`config.mk`:
```
export PLATFORM = sky130hd
export DESIGN_NAME = apb_dbg_xbar
export DESIGN_NICKNAME = d
export VERILOG_FILES = /design/src/rtl/apb_dbg_xbar_pkg.sv /design/src/rtl/apb_dbg_xbar_tmo.sv /design/src/rtl/apb_dbg_xbar.sv
export SDC_FILE = /design/constraint.sdc
export NUM_CORES = 1
export LEC_CHECK = 0
export CORE_MARGIN = 5
export CORE_UTILIZATION = 39
export DETAILED_ROUTE_END_ITERATION = 8
export GPL_TIMING_DRIVEN = 0
export HOLD_SLACK_MARGIN = 0.03
export PLACE_DENSITY = 0.8
export SYNTH_ARGS = -nofsm -noshare
export SYNTH_HDL_FRONTEND = slang
export SYNTH_HIERARCHICAL = 1
export SYNTH_SLANG_ARGS = --single-unit
```
`constraint.sdc`:
```
create_clock -name i_clk -period 5.55 [get_ports i_clk]
set_input_delay 1.11 -clock i_clk [delete_from_list [all_inputs] [get_ports i_clk]]
set_output_delay 1.11 -clock i_clk [all_outputs]
set_load 0.01 [all_outputs]
```
`src/rtl/apb_dbg_xbar_pkg.sv`:
```
// rtl/apb_dbg_xbar_pkg.sv - shared types and helpers for the debug APB crossbar
package apb_dbg_xbar_pkg;

    typedef enum logic [1:0] {
        IDLE   = 2'd0,
        ACCESS = 2'd1,
        RESP   = 2'd2,
        DRAIN  = 2'd3
    } state_t;

    localparam int ERR_CNT_W = 16;

    function automatic int sel_w(input int n);
        return (n < 2) ? 1 : $clog2(n);
    endfunction

endpackage

```
`src/rtl/apb_dbg_xbar_tmo.sv`:
```
// rtl/apb_dbg_xbar_tmo.sv - access timeout counter with load/enable and expiry flag
module apb_dbg_xbar_tmo
    import apb_dbg_xbar_pkg::*;
#(
    parameter int TIMEOUT_CYC = 1024
) (
    input  logic i_clk,
    input  logic i_rst,
    input  logic i_load,
    input  logic i_en,
    output logic o_expire
);

    localparam int CNT_W = (TIMEOUT_CYC == 0) ? 1 : $clog2(TIMEOUT_CYC + 1);
    localparam logic [CNT_W-1:0] LIMIT = CNT_W'((TIMEOUT_CYC == 0) ? 0 : TIMEOUT_CYC - 1);

    logic [CNT_W-1:0] cnt;

    always_ff @(posedge i_clk) begin
        if (i_rst || i_load) begin
            cnt <= '0;
        end else if (i_en) begin
            cnt <= cnt + CNT_W'(1);
        end
    end

    // Expiry is flagged during the cycle the count sits at LIMIT, so the
    // owning FSM aborts on the edge that closes the TIMEOUT_CYC-th cycle.
    assign o_expire = (TIMEOUT_CYC != 0) && i_en && (cnt == LIMIT);

endmodule

```
`src/rtl/apb_dbg_xbar.sv`:
```
// rtl/apb_dbg_xbar.sv - single-master debug APB crossbar with timeout and error counting
module apb_dbg_xbar
    import apb_dbg_xbar_pkg::*;
#(
    parameter int NUM_SLAVES  = 4,
    parameter int ADDR_W      = 32,
    parameter int DATA_W      = 32,
    parameter int SEL_LSB     = 30,
    parameter int TIMEOUT_CYC = 1024,
    parameter logic [DATA_W-1:0] ERR_RDATA = DATA_W'(32'hDEAD_BEEF)
) (
    input  logic                         i_clk,
    input  logic                         i_rst,
    input  logic                         i_penable,
    input  logic                         i_pwrite,
    input  logic [ADDR_W-1:0]            i_paddr,
    input  logic [DATA_W-1:0]            i_pwdata,
    output logic                         o_pready,
    output logic [DATA_W-1:0]            o_prdata,
    output logic                         o_pslverr,
    output logic [NUM_SLAVES-1:0]        o_s_penable,
    output logic                         o_s_pwrite,
    output logic [ADDR_W-1:0]            o_s_paddr,
    output logic [DATA_W-1:0]            o_s_pwdata,
    input  logic [NUM_SLAVES-1:0]        i_s_pready,
    input  logic [NUM_SLAVES*DATA_W-1:0] i_s_prdata,
    output logic                         o_timeout,
    output logic [ERR_CNT_W-1:0]         o_err_cnt
);

    localparam int SEL_W = sel_w(NUM_SLAVES);
    localparam logic [NUM_SLAVES-1:0] ONE_HOT0 = NUM_SLAVES'(1);

    state_t           state;
    logic [SEL_W-1:0] sel;
    logic [SEL_W-1:0] idx;
    logic             sel_mapped;
    logic             sel_ready;
    logic [DATA_W-1:0] sel_rdata;
    logic             tmo_expire;
    logic [DATA_W-1:0] s_rdata [NUM_SLAVES];

    for (genvar k = 0; k < NUM_SLAVES; k++) begin : g_rdata
        assign s_rdata[k] = i_s_prdata[k*DATA_W +: DATA_W];
    end

    assign sel        = i_paddr[SEL_LSB +: SEL_W];
    assign sel_mapped = (int'(sel) < NUM_SLAVES);
    assign sel_ready  = i_s_pready[idx];
    assign sel_rdata  = s_rdata[idx];

    apb_dbg_xbar_tmo #(
        .TIMEOUT_CYC (TIMEOUT_CYC)
    ) u_tmo (
        .i_clk    (i_clk),
        .i_rst    (i_rst),
        .i_load   (state == IDLE),
        .i_en     (state == ACCESS),
        .o_expire (tmo_expire)
    );

    always_ff @(posedge i_clk) begin
        if (i_rst) begin
            state       <= IDLE;
            idx         <= '0;
            o_pready    <= 1'b0;
            o_prdata    <= '0;
            o_pslverr   <= 1'b0;
            o_s_penable <= '0;
            o_s_pwrite  <= 1'b0;
            o_s_paddr   <= '0;
            o_s_pwdata  <= '0;
            o_timeout   <= 1'b0;
            o_err_cnt   <= '0;
        end else begin
            o_pready  <= 1'b0;
            o_timeout <= 1'b0;
            case (state)
                IDLE: begin
                    if (i_penable) begin
                        o_s_pwrite <= i_pwrite;
                        o_s_paddr  <= i_paddr;
                        o_s_pwdata <= i_pwdata;
                        idx        <= sel;
                        if (sel_mapped) begin
                            o_s_penable <= ONE_HOT0 << sel;
                            state       <= ACCESS;
                        end else begin
                            o_prdata  <= ERR_RDATA;
                            o_pslverr <= 1'b1;
                            o_pready  <= 1'b1;
                            if (o_err_cnt != '1) o_err_cnt <= o_err_cnt + ERR_CNT_W'(1);
                            state     <= RESP;
                        end
                    end
                end
                ACCESS: begin
                    // Slave ready takes priority over a coincident expiry.
                    if (sel_ready) begin
                        o_s_penable <= '0;
                        o_prdata    <= o_s_pwrite ? '0 : sel_rdata;
                        o_pslverr   <= 1'b0;
                        o_pready    <= 1'b1;
                        state       <= RESP;
                    end else if (tmo_expire) begin
                        o_s_penable <= '0;
                        o_prdata    <= ERR_RDATA;
                        o_pslverr   <= 1'b1;
                        o_pready    <= 1'b1;
                        o_timeout   <= 1'b1;
                        if (o_err_cnt != '1) o_err_cnt <= o_err_cnt + ERR_CNT_W'(1);
                        state       <= RESP;
                    end
                end
                RESP: begin
                    state <= DRAIN;
                end
                DRAIN: begin
                    if (!i_penable) state <= IDLE;
                end
                default: begin
                    state <= IDLE;
                end
            endcase
        end
    end

endmodule

```
==> out/results.txt <==
Number of primary I/O pins: 320. The pre-CTS setup slack was 1900 ps. At the later pin of the worst-skew pair, clock insertion delay measures 420 ps. Row generation in the floorplan step produced 45 rows.

The tools report the endpoint type of the worst setup path as a flip-flop. After detailed routing, the met2 layer carries 11400 µm of wire. Kind of start point of the critical path: a flip-flop. Final routed wire length divided by cell count: 18.2 µm. Synthesis produced 666 cells. The CTS buffer count was 17.

The tree built by TritonCTS fans out to 133 sinks. The analysis attributes to cell leakage a power of 3.56 nW. The logs give 22000 µm for the final routed wirelength across all metal layers and 1570 µm for the total met3 wirelength after detailed routing. The ratio of total power to cell area is 376 mW/mm². The core region is 0.0151 mm². The data arrival at the endpoint of the critical path was 3630 ps. Total congestion overflow: 0. Detailed placement ended at an HPWL of 17400 µm.

After the last flow step, the layout net total stands at 1210. The origin of the worst min-delay path was o_s_penable[3]. Once routing completed, OpenROAD measured the worst setup slack at 2200 ps. The average instance in the mapped netlist occupies 8.97 µm².

The number of H-tree levels was 4. The clock period could shrink to 3350 ps. The run finished with clean final reports. In this run the tightest slew margin relative to its limit is 49.6%. In this run the register-to-register setup slack is 2200 ps. After detailed routing, the number of remaining DRC violations is 0. The via count of the first global-routing pass was 6262; the number of filler instances in the final layout was 1223.

The final critical-path share of the clock period is 60.4%, and the maximum ir drop on the vdd rail is 0.249 mV. The first global-routing pass estimated 33000 µm of wire. Across the routed clock network, the largest skew measured is 12.0 ps. For the worst setup path, the data required time is 5830 ps. In this run, placement finished with an instance count of 1173. Die outline area: 0.0179 mm². Setup repair after global routing left no endpoint under its margin.

The library cells used most frequently in the layout, excluding fill and tap cells, are 319 x clkdlybuf4s50_1, 169 x nand2_1, 133 x dfxtp_1. In this run the worst path has a maximum fanout of 10. The port buffer count came out at 319.

In this run the biggest area consumer among cell types represents 44.6% of the synthesized area. The library cell used most frequently in the layout, excluding fill and tap cells, is clkdlybuf4s50_1. The initial cell density of the core was 39.6%; the cell area after synthesis was 0.00597 mm². For the final routed database, the setup TNS stands at 0 ps. The run gives 48 as the count of distinct cell types in the synthesized netlist.

Tracing the worst setup path back leads to its startpoint at state[1]. Buffers added to address setup during post-CTS repair amount to 0. For the final-report hold violation count, the log shows 0. The finished layout holds 1205 standard cells, fillers aside. The routed layout has 6297 vias. After synthesis, flip-flops and latches occupy 44.6% of the total area. Entering global routing, the biggest net connects 17 pins. The tools report the startpoint of the most critical register-to-register path as state[1]. Measured along the x axis, the die boundary spans 134 µm. Global routing consumed, over all layers together, 23.5% of the routing resources.

The master cell of the clock root buffer was clkbuf_16. The first TritonRoute pass finished after 5 iterations. When the netlist entered floorplanning its net count stood at 872.

The area growth from synthesis to layout works out to 68.5%. Setup violations remaining at the end of the flow were counted as 0. Using the TritonRoute via totals, the vias-per-cell ratio works out to 5.23. Number of DRC markers in iteration 0: 295. The max-cap check violation count was 0; the initial antenna violation count was 0. The count of yosys warnings during synthesis was 6; the total of flip-flops plus latches after synthesis was 133. Count of inserted antenna diode cells: 0. The class of the tightest hold or removal check was reg -> reg. The placer's final routability congestion estimate was 0.867; the ratio of cells with drive above 1 in the final layout was 7.77%.

The count of nets left with antenna violations once routing finished came out at 0. The tools report the achievable frequency as 298 MHz. After synthesis, the cell types taking the most area are dfxtp_1 45%, mux4_2 12%, nand2_1 11%, a21oi_1 6.7%, a211oi_1 3.3%.

Type of the worst setup path: reg -> reg. The number of buffers added to fix hold violations after cts came out at 0. The library cell occupying the most area in the post-synthesis netlist is dfxtp_1. The die is 134 µm tall. For this block, wires on met1 add up to 8080 µm.

TritonCTS built the clock tree. In this run, post-CTS repair resized a total of 0 instances. The tools report the number of pins exceeding their max-slew limit in the final report as 0. The top metal layer carrying routed signals is met4. At the pin with the least slew margin, the transition time is 751 ps.

The largest buffer count on any clock path was 2; the clock-pin slew on the worst setup and hold paths was 60 ps.
[cells in the mapped netlist, drive strengths merged]
library cell / n
and3: 1
o21ai: 5
mux4: 33
o21a: 1
nand4bb: 1
xnor2: 1
nor2b: 7
o22ai: 1
nor4: 2
o41ai: 3
mux2: 5
dfxtp: 133
a211oi: 26
nand2: 169
or3b: 1
a2111oi: 1
o311ai: 2
nor3b: 4
o31ai: 8
and4: 3
xor2: 3
nor2: 50
or2: 2
or3: 5
a21oi: 80
inv: 8
nand2b: 1
and2: 3
ha: 6
buf: 12
a32oi: 8
or4b: 1
nand3: 6
mux2i: 7
clkbuf: 40
nor4b: 2
nor3: 5
o21bai: 1
nand4: 9
or4: 10
[area by class of cell]
cell class | instances | area [µm²] | area share (%)
sequential | 133 | 2660 | 26.5
buffer | 52 | 208 | 2.06
inverter | 8 | 30.0 | 0.298
clock inverter | 14 | 223 | 2.21
clock buffer | 18 | 439 | 4.36
multi-input combinational | 473 | 3070 | 30.5
tap | 188 | 235 | 2.34
timing repair buffer | 319 | 3190 | 31.7
[per-layer routing]
layer  vias to the layer above  track usage, %
met5                         -               0
met1                      2964            24.9
met3                        47            7.14
met2                       247            43.0
met4                         0            9.83
li1                       3039               -
[worst max-delay path, cell delays in order (launching register included)]
cell and delay, ps:
dfxtp_1 340, inv_1 80, ha_1 180, buf_2 220, nand4_1 170, or4_4 460, nor2_1 310, nand2_1 140
or2_1 270, clkbuf_1 230, clkbuf_1 290, o41ai_1 430, a21oi_1 100
[flip-flops by register name, summed over array words and instances, names as in the netlist]
name	flops
o_timeout	1
o_err_cnt	16
o_s_pwdata	32
o_s_paddr	32
o_prdata	32
o_s_penable	4
state	2
o_pslverr	1
o_pready	1
u_tmo/cnt	11
o_s_pwrite	1
[cells by family (layout without fill, tap and decap cells)]
logic type | Yosys count | after routing | synth area share (%)
adder cells (fa/ha/maj) | 6 | 6 | 1.26
AO/OA/AOI/OAI | 136 | 136 | 13.8
XOR/XNOR | 4 | 4 | 0.587
multiplexers | 45 | 45 | 14.6
flip-flops | 133 | 133 | 44.6
AND/OR/NAND/NOR | 282 | 282 | 21.2
buffers and inverters | 60 | 411 | 3.98
[final timing paths]
path                     to  cells past startpoint
max            o_err_cnt[5]                     12
min reg2reg  o_s_penable[3]                      2
min          o_s_penable[3]                      2
max reg2reg    o_err_cnt[5]                     12
[per-stage QoR]
step / hold slack, ps / total power [mW] / utilization [%] / cell area [µm²]
after detailed placement: 446 / 2.55 / 62.3 / 9400
after global placement: 441 / 2.52 / 62.3 / 9400
final: 452 / 3.79 / 66.7 / 10100
after global routing: 471 / 3.98 / 66.7 / 10100
after floorplan: 447 / 1.90 / - / 5970
after CTS: 454 / 3.81 / 66.7 / 10100
[where the power goes]
part | total (mW) | internal (mW) | switching (mW)
logic | 1.33 | 0.658 | 0.668
clock network | 1.26 | 0.815 | 0.446
registers | 1.20 | 1.12 | 0.0835
(Power assumes the default switching activity.)
